==> config.mk <==
export PLATFORM = sky130hd
export DESIGN_NAME = amp_adc_controller_flat
export DESIGN_NICKNAME = d
export VERILOG_FILES = /design/src/rtl/amp_adc_controller_if.sv /design/src/rtl/amp_adc_controller.sv /design/src/flat_wrapper.sv
export SDC_FILE = /design/constraint.sdc
export NUM_CORES = 1
export LEC_CHECK = 0
export BUFFER_PORTS_ARGS = -buffer_cell sky130_fd_sc_hd__buf_2
export CORE_MARGIN = 2
export CORE_UTILIZATION = 50
export CTS_BUF_LIST = sky130_fd_sc_hd__clkbuf_4 sky130_fd_sc_hd__clkbuf_8 sky130_fd_sc_hd__clkbuf_16
export DETAILED_ROUTE_END_ITERATION = 7
export HOLD_SLACK_MARGIN = 0.06
export PLACE_DENSITY = 0.82
export REMOVE_ABC_BUFFERS = 1
export SETUP_SLACK_MARGIN = 0.1
export SLEW_MARGIN = 25
export SYNTH_ARGS = -nofsm -noshare
export SYNTH_HDL_FRONTEND = slang
export SYNTH_SLANG_ARGS = --single-unit
==> constraint.sdc <==
create_clock -name clk -period 2.8 [get_ports clk]
set_input_delay 0.28 -clock clk [delete_from_list [all_inputs] [get_ports clk]]
set_output_delay 0.28 -clock clk [all_outputs]
set_load 0.005 [all_outputs]
==> src/rtl/amp_adc_controller_if.sv <==
// Handshake bundle between the amplifier/ADC sequencing controller and the serial engines.
interface amp_adc_controller_if;
    logic       DONE_AMP;
    logic       DONE_ADC;
    logic [7:0] ADC0;
    logic [7:0] ADC1;
    logic       GO_AMP;
    logic       GO_ADC;
    logic [7:0] T;
    logic [7:0] L;
    logic [1:0] select;

    modport master (
        input  DONE_AMP, DONE_ADC, ADC0, ADC1,
        output GO_AMP, GO_ADC, T, L, select
    );

    modport slave (
        output DONE_AMP, DONE_ADC, ADC0, ADC1,
        input  GO_AMP, GO_ADC, T, L, select
    );
endinterface

==> src/rtl/amp_adc_controller.sv <==
// Programs the preamp gain once per reset, then loops ADC conversions and latches both channels.
// Optional inter-conversion pacing is compiled in with `define AMP_ADC_CTRL_PACING_EN.
module amp_adc_controller #(
    parameter int SAMPLE_GAP = 16
) (
    input  logic                        clk,
    input  logic                        rst_n,
    amp_adc_controller_if.master        bus
);

    typedef enum logic [2:0] {
        IDLE,
        AMP_GO,
        AMP_WAIT,
        ADC_GO,
        ADC_WAIT,
        GAP
    } state_t;

    state_t state;

    generate
        if (SAMPLE_GAP < 1 || SAMPLE_GAP > 255) begin : g_gap_range
            $error("SAMPLE_GAP must be in 1..255");
        end
    endgenerate

`ifdef AMP_ADC_CTRL_PACING_EN
    logic [7:0] gap_cnt;
`endif

    // Outputs are assigned alongside the state they belong to, so every output is a register.
    always_ff @(posedge clk) begin
        if (!rst_n) begin
            state       <= IDLE;
            bus.GO_AMP  <= 1'b0;
            bus.GO_ADC  <= 1'b0;
            bus.T       <= 8'd0;
            bus.L       <= 8'd0;
            bus.select  <= 2'b00;
`ifdef AMP_ADC_CTRL_PACING_EN
            gap_cnt     <= 8'd0;
`endif
        end else begin
            bus.GO_AMP <= 1'b0;
            bus.GO_ADC <= 1'b0;
            case (state)
                IDLE: begin
                    state      <= AMP_GO;
                    bus.GO_AMP <= 1'b1;
                    bus.select <= 2'b01;
                end
                AMP_GO: begin
                    state <= AMP_WAIT;
                end
                AMP_WAIT: begin
                    if (bus.DONE_AMP) begin
                        state      <= ADC_GO;
                        bus.GO_ADC <= 1'b1;
                        bus.select <= 2'b10;
                    end
                end
                ADC_GO: begin
                    state <= ADC_WAIT;
                end
                ADC_WAIT: begin
                    if (bus.DONE_ADC) begin
                        bus.T <= bus.ADC0;
                        bus.L <= bus.ADC1;
`ifdef AMP_ADC_CTRL_PACING_EN
                        state   <= GAP;
                        gap_cnt <= 8'(SAMPLE_GAP);
`else
                        state      <= ADC_GO;
                        bus.GO_ADC <= 1'b1;
`endif
                    end
                end
`ifdef AMP_ADC_CTRL_PACING_EN
                GAP: begin
                    // The load value counts as the first gap cycle, so exit on 1.
                    if (gap_cnt == 8'd1) begin
                        state      <= ADC_GO;
                        bus.GO_ADC <= 1'b1;
                    end else begin
                        gap_cnt <= gap_cnt - 8'd1;
                    end
                end
`endif
                default: begin
                    state      <= IDLE;
                    bus.select <= 2'b00;
                end
            endcase
        end
    end

endmodule

==> src/flat_wrapper.sv <==
// flat-port wrapper written by rule: the top's interface ports become plain ports
module amp_adc_controller_flat 
#(
    parameter int SAMPLE_GAP = 16
)
  (clk, rst_n, bus_DONE_AMP, bus_DONE_ADC, bus_ADC0, bus_ADC1, bus_GO_AMP, bus_GO_ADC, bus_T, bus_L, bus_select);
  amp_adc_controller_if bus_i ();
  input  logic clk;
  input  logic rst_n;
  input wire logic [$bits(bus_i.DONE_AMP)-1:0] bus_DONE_AMP;
  input wire logic [$bits(bus_i.DONE_ADC)-1:0] bus_DONE_ADC;
  input wire logic [$bits(bus_i.ADC0)-1:0] bus_ADC0;
  input wire logic [$bits(bus_i.ADC1)-1:0] bus_ADC1;
  output wire logic [$bits(bus_i.GO_AMP)-1:0] bus_GO_AMP;
  output wire logic [$bits(bus_i.GO_ADC)-1:0] bus_GO_ADC;
  output wire logic [$bits(bus_i.T)-1:0] bus_T;
  output wire logic [$bits(bus_i.L)-1:0] bus_L;
  output wire logic [$bits(bus_i.select)-1:0] bus_select;
  assign bus_i.DONE_AMP = bus_DONE_AMP;
  assign bus_i.DONE_ADC = bus_DONE_ADC;
  assign bus_i.ADC0 = bus_ADC0;
  assign bus_i.ADC1 = bus_ADC1;
  assign bus_GO_AMP = bus_i.GO_AMP;
  assign bus_GO_ADC = bus_i.GO_ADC;
  assign bus_T = bus_i.T;
  assign bus_L = bus_i.L;
  assign bus_select = bus_i.select;
  amp_adc_controller #(.SAMPLE_GAP(SAMPLE_GAP)) u_core (.clk(clk), .rst_n(rst_n), .bus(bus_i));
endmodule
==> results by group <==
Layout
  • Design Area, Final: 0.00117 mm2
  • Share of post-route cells with drive strength above 1: 39.0%
  • Post-layout util: 61.6%
  • Area Overhead vs Synth: 18.9%
  • NumNets Final: 162
  • # diodes: 0
  • Final Instance Count excl. Fillers: 168

Flow run
  • Max_cap viols: 0

Routing
  • Routed Antenna Nets: 0
  • DR vias: 809
  • DR WL/cell: 10.3 um
  • Final wirelength: 1730 um
  • 1st-iter DRT viols: 16
  • Routed vias/inst: a little under 5
  • Post-route DRC: 0
  • 1st-pass router iterations: 4

Place
  • Post-placement cell area: 0.00114 mm2
  • GPL Wtd Cong: between 0.7 and 0.8
  • DP Wirelength: 1290 um
  • IO Port Bufs: 39
  • Inst Count DP: 164

STA
  • Hold_ws: between 200 and 250 ps
  • RSZ-0062 raised after global routing: no
  • Worst slew pin tran: 668 ps
  • Final setup fails: 0
  • Final Slew Violations: 0
  • Final min period: 1540 ps
  • Rel. slew slack: 55.2%
  • Fmax: between 600 and 700 MHz
  • Tcrit/Tclk final: 55.1%
  • Final Hold Fails: 0
  • Setup TNS: 0 ps
  • Clock Skews: 4.47 ps

Die
  • Std-Cell Core Area: 0.00190 mm2
  • IO Count: 40
  • Die width: 48.4 um
  • Initial Utilization: 51.8%
  • Num rows: 16
  • Die Span Y: 48.4 um
  • Die area: 0.00234 mm2

Synth
  • Post-synthesis sequential area ratio: 46.8%
  • Post-Syn Area: 985 um2
  • Distinct cell type count after synthesis: 25
  • Share of the synthesized area in the top cell type: 46.8%
  • Top cells by area, synth: dfxtp_1, nand2_1, a21boi_2, a21boi_0, buf_6
  • Syn Inst Count: 106
  • Synth warn: 0
  • Synth area leader: dfxtp_1
  • #FFs+latches synth: 23
  • Synth Area per Inst: between 9 and 10 um2

CTS
  • Clock-pin slew on the worst setup and hold paths: between 100 and 150 ps
  • Post_cts resized: 0
  • CTS HTree Levels: 1
  • CTS tree: built
  • CTS buffer count: 3
  • Clock insertion delay at the later pin of the skew report: around 300 ps
  • Post-CTS setup buffers: 0
  • Hold_buf cts: 0
  • Sink Count: 23
  • CTS max path bufs: 2
  • Clk Tree Root Cell: clkbuf_4

Power and ir drop
  • Pleak: 0.497 nW
  • Pwr Density: roughly 470 mW/mm2
  • Worst VDD drop: around 290 uV

Worst setup path
  • CP max FO: 16
  • Setup CP Type: reg2reg
  • CP startpoint: u_core.state[2]
  • Worst Setup End Kind: register
  • Critical path launch point type: register
  • Worst path required time: 2990 ps
  • Data arrival time of the worst path: about 1700 ps
  • Reg2Reg Launch Point: u_core.state[2]

Global route
  • First-pass GRT wire length: 3040 um
  • GRT Total Usage: between 15 and 20%
  • Initial antenna violation count: 0
  • Number of global-route vias before repair: ~760
  • Largest net degree at the start of global routing: 23
  • Gr ovfl total: 0

Worst hold path
  • Worst hold start: bus_ADC1[6]
  • Worst min path class: in2reg

Run status
  • Status: finished, final reports clean
[flip-flops by register name, indices dropped and copies added (netlist names)]
name               count
u_core.bus.GO_ADC      1
u_core.bus.GO_AMP      1
u_core.bus.L           8
u_core.bus.T           8
u_core.bus.select      2
u_core.state           3
[Yosys cell counts]
cell       instances
nand2_2            2
nand2_1           31
a2bb2oi_1          1
and4bb_1           1
buf_2              1
a22oi_1            1
buf_12             1
nor2b_1            3
a21oi_1            3
buf_4              2
inv_1              2
clkbuf_1           2
a21boi_0           7
nor2_1             3
o21ai_0            2
dfxtp_1           23
nand3b_1           3
buf_6              2
nand4bb_1          1
nor3b_1            1
o211ai_1           1
and3_1             1
a21boi_2          10
nand2b_1           1
o21a_1             1
[layer usage]
metal / GRT usage, % / vias to the layer above / share of wire, %
met4: 7.14 / 0 / 0.87
met2: 28.0 / 29 / 46
met3: 3.09 / 2 / 6.6
met5: 0 / - / 0
li1: - / 416 / -
met1: 19.4 / 362 / 46
[cells by family after synthesis]
| group | Yosys count | synth area share (%) |
|---|---|---|
| AO/OA/AOI/OAI | 26 | 22.5 |
| buffers and inverters | 10 | 7.88 |
| flip-flops | 23 | 46.8 |
| AND/OR/NAND/NOR | 47 | 22.9 |
[layout by cell type, fill, tap and decap left out]
master     synthesis  final
buf_2              1     39
nand2_1           31     31
dfxtp_1           23     23
a21boi_2          10     10
a21boi_0           7      7
nor2_1             3      3
nor2b_1            3      3
nand3b_1           3      3
a21oi_1            3      3
clkbuf_4           0      3
nand2_2            2      2
o21ai_0            2      2
inv_1              2      2
and4bb_1           1      1
nand4bb_1          1      1
a22oi_1            1      1
nand2b_1           1      1
nor3b_1            1      1
o21a_1             1      1
a2bb2oi_1          1      1
o211ai_1           1      1
and3_1             1      1
clkinv_2           0      1
[cell type report]
cell class / instances / area [um2]
clock buffers: 3 / 22.5
clock inverters: 1 / 5.00
fillers: 167 / 731
inverters: 2 / 7.51
multi-input cells: 73 / 447
flip-flops and latches: 23 / 460
well taps: 27 / 33.8
repair buffers: 39 / 195
[path summary, 6_finish.rpt]
kind,end,slack [ps],cells after the start
max,u_core.bus.L[7],1260,3
min,u_core.bus.L[6],200,3
max reg2reg,u_core.bus.L[7],1260,3
min reg2reg,u_core.bus.L[5],470,2
[metrics by stage]
stage / total power [mW] / setup WS, ps
final: 0.552 / 1260
after global routing: 0.577 / 1070
after CTS: 0.557 / 1260
after detailed placement: 0.415 / 1270
after global placement: 0.413 / 1350
after floorplan: 0.385 / 1590
[report_power, final]
| part | leakage, nW | switching [mW] | total [mW] | internal [mW] |
|---|---|---|---|---|
| logic | 0.293 | 0.0248 | 0.0578 | 0.0330 |
| clock network | 0.0177 | 0.0917 | 0.145 | 0.0531 |
| registers | 0.187 | 0.0108 | 0.349 | 0.338 |
| total | 0.497 | 0.127 | 0.552 | 0.424 |
[worst max-delay path, stage by stage, from the launching register on]
cell	delay, ps
dfxtp_1	490
nand4bb_1	590
nand2_1	250
a21boi_0	110
Power figures use the tool's default switching activity.
